File: src/rtl/proc_pkg.sv
// proc_pkg: shared decoder constants and the input-port handshake state encoding
package proc_pkg;
   localparam logic [1:0] TYPE_ALU = 2'b00;
   localparam logic [3:0] OP_IN    = 4'b1001;
   typedef enum logic [1:0] {PIN_IDLE, PIN_STALL, PIN_ACK} pin_state_t;
endpackage

File: src/rtl/sync_ff.sv
// sync_ff: STAGES-deep single-bit synchroniser for asynchronous inputs
module sync_ff #(
   parameter int STAGES = 2
) (
   input  logic clk,
   input  logic reset_n,
   input  logic d,
   output logic q
);
   logic [STAGES-1:0] sr;
   always_ff @(posedge clk)
      sr <= !reset_n ? '0 : {sr[STAGES-2:0], d};
   assign q = sr[STAGES-1];
endmodule

File: src/rtl/periph_in_port.sv
// periph_in_port: 4-phase req/ack device input buffered in a FIFO and popped by IN instructions
module periph_in_port
   import proc_pkg::*;
#(
   parameter int DATA_WIDTH  = 32,
   parameter int DEPTH       = 4,
   parameter int SYNC_STAGES = 2
) (
   input  logic                  clk,
   input  logic                  reset_n,
   input  logic                  ext_req,
   input  logic [DATA_WIDTH-1:0] ext_data,
   output logic                  ext_ack,
   input  logic                  exec_en,
   input  logic [1:0]            TypeCode,
   input  logic [3:0]            OpCode,
   output logic [DATA_WIDTH-1:0] peripheral_value,
   output logic                  periph_valid,
   output logic                  periph_full,
   output logic                  underflow
);
   localparam int AW = $clog2(DEPTH);
   localparam int CW = AW + 1;
   logic                  req_s;
   pin_state_t            state;
   logic [DATA_WIDTH-1:0] mem [DEPTH];
   logic [AW-1:0]         wr_ptr, rd_ptr;
   logic [CW-1:0]         count;
   logic                  pop, can_push, do_push, do_pop;
   sync_ff #(.STAGES(SYNC_STAGES)) u_sync (
      .clk(clk), .reset_n(reset_n), .d(ext_req), .q(req_s)
   );
   assign pop              = exec_en && TypeCode == TYPE_ALU && OpCode == OP_IN;
   assign periph_valid     = count != '0;
   assign periph_full      = count == CW'(DEPTH);
   assign can_push         = !periph_full || pop;
   assign do_push          = req_s && can_push && (state == PIN_IDLE || state == PIN_STALL);
   assign do_pop           = pop && periph_valid;
   assign peripheral_value = periph_valid ? mem[rd_ptr] : '0;
   always_ff @(posedge clk)
      if (!reset_n) begin
         state   <= PIN_IDLE;
         ext_ack <= 1'b0;
      end else
         case (state)
            PIN_IDLE, PIN_STALL: if (req_s) begin
               state   <= can_push ? PIN_ACK : PIN_STALL;
               ext_ack <= can_push;
            end
            PIN_ACK: if (!req_s) begin
               state   <= PIN_IDLE;
               ext_ack <= 1'b0;
            end
            default: begin
               state   <= PIN_IDLE;
               ext_ack <= 1'b0;
            end
         endcase
   // storage is deliberately unreset; visibility is governed by count alone
   always_ff @(posedge clk)
      if (do_push) mem[wr_ptr] <= ext_data;
   always_ff @(posedge clk)
      if (!reset_n) begin
         wr_ptr    <= '0;
         rd_ptr    <= '0;
         count     <= '0;
         underflow <= 1'b0;
      end else begin
         wr_ptr    <= do_push ? wr_ptr + 1'b1 : wr_ptr;
         rd_ptr    <= do_pop ? rd_ptr + 1'b1 : rd_ptr;
         count     <= count + CW'(do_push) - CW'(do_pop);
         underflow <= underflow || (pop && !periph_valid);
      end
endmodule
File: config.mk
export PLATFORM = sky130hd
export DESIGN_NAME = periph_in_port
export DESIGN_NICKNAME = d
export VERILOG_FILES = /design/src/rtl/proc_pkg.sv /design/src/rtl/sync_ff.sv /design/src/rtl/periph_in_port.sv
export SDC_FILE = /design/constraint.sdc
export NUM_CORES = 1
export LEC_CHECK = 0
export CAP_MARGIN = 10
export CORE_ASPECT_RATIO = 1.5
export CORE_UTILIZATION = 51
export CTS_BUF_LIST = sky130_fd_sc_hd__clkbuf_4 sky130_fd_sc_hd__clkbuf_8
export CTS_CLUSTER_SIZE = 20
export DETAILED_ROUTE_END_ITERATION = 12
export PLACE_DENSITY = 0.75
export SYNTH_ARGS = -nofsm -noshare
export SYNTH_HDL_FRONTEND = slang
export SYNTH_SLANG_ARGS = --single-unit
File: constraint.sdc
create_clock -name clk -period 5 [get_ports clk]
set_input_delay 1 -clock clk [delete_from_list [all_inputs] [get_ports clk]]
set_output_delay 1 -clock clk [all_outputs]
set_load 0.1 [all_outputs]
==> impl_metrics.csv <==
group,metric,value,unit
worst_setup_path,crit_buf_inv,2,
route,vias,2693,
power,power.leakage,2.19,nW
worst_setup_path,cp_slowest_cell,"clkdlybuf4s50_1",
power,clkPwrFrac,34.3,%
power,peakVddDrop,0.237,mV
route,drtPass1Iterations,4,
power,p_per_area,352,nW/um^2
worst_setup_path,crit_type,"flip-flop to output port",
worst_setup_path,cp_max_fo,19,
worst_setup_path,r2r_setup_slack,2.49,ns
sta,period_minus_slack,4.17,ns
floorplanning,rows,46,
cts,cts_resized,0,
global_routing,antenna_found_initial,0,
sta,hold_viol_final,0,
cts,h-tree-depth,4,
worst_hold_path,min_path_type,"flip-flop to flip-flop",
final_layout,multiInputGateArea,1310,sq um
placement,io_buffers,77,
route,drtIter0Drc,160,
worst_setup_path,r2r_end,"count[2]",
power,p_comb_share,10.8,%
final_layout,fill_cells,750,
final_layout,area_growth,22.9,%
route,routed-wl-met3,422,um
sta,tns,0,ns
sta,max_slew.worst_pin.slew,0.982,ns
worst_setup_path,crit_cells,4,
power,power.internal,0.00182,W
sta,fmax,240,MHz
floorplanning,initial_core_util,52.4,%
cts,cts_tree,"done",
cts,root_buffer,"clkbuf_8",
logic_synthesis,ys_seq_area_share,74.7,%
logic_synthesis,synth_ff_type,"edfxtp_1",
floorplanning,io_pins,78,
route,wl_met1,3520,um
sta,slew_headroom,34.3,%
global_routing,grt_pass1_wl,14200,um
worst_setup_path,crit_chain,"buf_4 > mux4_2 > and2_1 > clkdlybuf4s50_1",
logic_synthesis,synth_common_cells,"128 x edfxtp_1, 41 x and2_1, 32 x mux4_2",
sta,final_max_slew_viol_count,0,
worst_setup_path,crit_family,"buffers and inverters",
global_routing,grt_usage,17.9,%
logic_synthesis,synthDistinctLibCells,32,
power,pwr-share-seq,54.9,%
worst_setup_path,worstReg2RegStart,"count[2]",
cts,numClockSinks,142,
power,p_sw,0.000577,W
floorplanning,die_x,87.0,um
route,drc,0,
logic_synthesis,synthCells,275,
logic_synthesis,synth_area_leaders,"edfxtp_1 70%, mux4_2 13%, dfxtp_1 5.1%, and2_1 4.6%, ha_1 1.4%",
logic_synthesis,netlist_area,5520,sq um
route,wl,8980,um
cts,clkTransAtPathRegs,0.07,ns
logic_synthesis,yosysTopAreaCellShare,69.6,%
cts,clockBufferDepth,2,
cts,clkLatencyLatePin,0.43,ns
final_layout,final_core_util,64.5,%
sta,rsz0062_at_grt,"no",
worst_setup_path,worstSetupEndpointType,"output port",
run,cap_violations,0,
route,highest_layer,"met4",
logic_synthesis,yosysTopAreaCell,"edfxtp_1",
final_layout,regArea,4130,sq um
logic_synthesis,syn_nets,324,
floorplanning,die-area,11300,sq um
logic_synthesis,ys_ff_latch,142,
floorplanning,core,10500,sq um
worst_setup_path,crit_path_end,"peripheral_value[6]",
worst_setup_path,cp-start-kind,"flip-flop",
placement,dp_hpwl,5480,um
cts,cts_buffers,17,
route,met2_length,4920,um
worst_setup_path,cpPeakStageDelay,0.97,ns
logic_synthesis,syn_area_per_cell,20.1,sq um
placement,gp_congestion,0.699,
final_layout,antenna_cells,0,
power,switching_share,24.1,%
floorplanning,fp.dieH,129,um
worst_setup_path,cp.required,4.00,ns
logic_synthesis,ys_warn_count,0,
logic_synthesis,synthMostInstantiatedCell,"edfxtp_1",
worst_setup_path,worstRegToRegCells,10,
global_routing,grt_pass1_vias,2821,
final_layout,finalNetCount,411,
route,final_antenna_net_count,0,
status,status,"completed",
sta,period_share,83.4,%
logic_synthesis,synth_edf_count,128,
cts,cts_setup_buffers,0,
route,avgViaCountPerCell,5.20,
sta,fin_skew,0.00995,ns
logic_synthesis,synthArstFlopShare,0,%
global_routing,overflow,0,
cts,ctsHoldBuffers,0,
final_layout,drive_gt1_share,19.8,%
global_routing,grt_max_degree,36,
route,routedWlPerCell,17.3,um
sta,setup_viol,0,
worst_setup_path,crit_arrival,3.17,ns
## sequential cells by signal, indices dropped and copies added, names as in the netlist, named ones only
name	cells
count	3
ext_ack	1
mem	128
rd_ptr	2
state	1
u_sync.sr	2
underflow	1
wr_ptr	2
## cell type report
| class | instances | area share [%] |
|---|---|---|
| sequential | 142 | 60.8 |
| multi-input combinational | 114 | 19.3 |
| timing repair buffer | 79 | 11.6 |
| clock buffer | 17 | 3.45 |
| tap | 144 | 2.65 |
| clock inverter | 14 | 1.88 |
| inverter | 8 | 0.442 |
## cell families (layout without fill, tap and decap cells)
family                   Yosys count  in the layout  share of synthesized area [%]
flip-flops                       142            142                           74.7
AND/OR/NAND/NOR                   62             62                           7.23
multiplexers                      32             32                           13.0
buffers and inverters             19            118                           1.77
AO/OA/AOI/OAI                     11             11                           1.27
adder cells (fa/ha/maj)            7              7                           1.72
XOR/XNOR                           2              2                          0.317
## worst min path at each step
stage,startpoint,to,slack (ns),depth (start not counted)
after floorplan,u_sync.sr[0],u_sync.sr[1],0.41,1
after global placement,u_sync.sr[0],u_sync.sr[1],0.42,1
after detailed placement,u_sync.sr[0],u_sync.sr[1],0.43,1
after CTS,u_sync.sr[0],u_sync.sr[1],0.44,1
after global routing,u_sync.sr[0],u_sync.sr[1],0.45,1
final,u_sync.sr[0],u_sync.sr[1],0.44,1
## cells in the final DEF, fill, tap and decap left out, types with 2 or more instances in the layout
cell type,instances
nor2_1,3
or4_1,2
buf_4,2
clkinv_2,8
ha_1,6
dfxtp_2,2
a31oi_1,2
nor3b_2,2
and2_1,37
dfxtp_1,12
bufinv_16,2
inv_1,8
o21ai_0,4
mux4_2,32
clkbuf_8,17
o21a_1,2
edfxtp_1,128
clkdlybuf4s50_1,77
nand2_1,4
clkinvlp_4,2
and2_2,4
nor3_1,2
## power groups by stage
stage	logic (W)	registers [W]	clock network, W
after floorplan	0.000169	0.00134	0
after global placement	0.000258	0.00134	0
after detailed placement	0.000260	0.00134	0
after CTS	0.000261	0.00131	0.000841
after global routing	0.000271	0.00131	0.000891
final	0.000258	0.00131	0.000821
## per-stage QoR
step | setup WS, ns | instance area, sq um | instances | hold WS [ns] | power, W
6_report | 0.829 | 6790 | 518 | 0.438 | 0.00239
3_3_place_gp | 1.22 | 6430 | 487 | 0.425 | 0.00160
4_1_cts | 0.733 | 6790 | 518 | 0.443 | 0.00242
2_1_floorplan | 1.56 | 5520 | 275 | 0.412 | 0.00151
3_5_place_dp | 1.15 | 6430 | 487 | 0.429 | 0.00160
5_1_grt | 0.643 | 6790 | 518 | 0.446 | 0.00248
## worst register-to-register path, cell delays in order (launching register included)
cell	delay, ns
dfxtp_1	0.34
nor3b_2	0.21
a21oi_1	0.37
inv_1	0.11
ha_1	0.30
inv_1	0.04
ha_1	0.18
fa_1	0.38
xor2_1	0.19
xnor2_1	0.14
and2_1	0.16
## metal layers
metal  track usage, %  vias up
li1                 -     1258
met1             20.2     1357
met2             31.4       68
met3             5.99       10
met4             6.47        0
met5                0        -
Power figures use the tool's default switching activity.
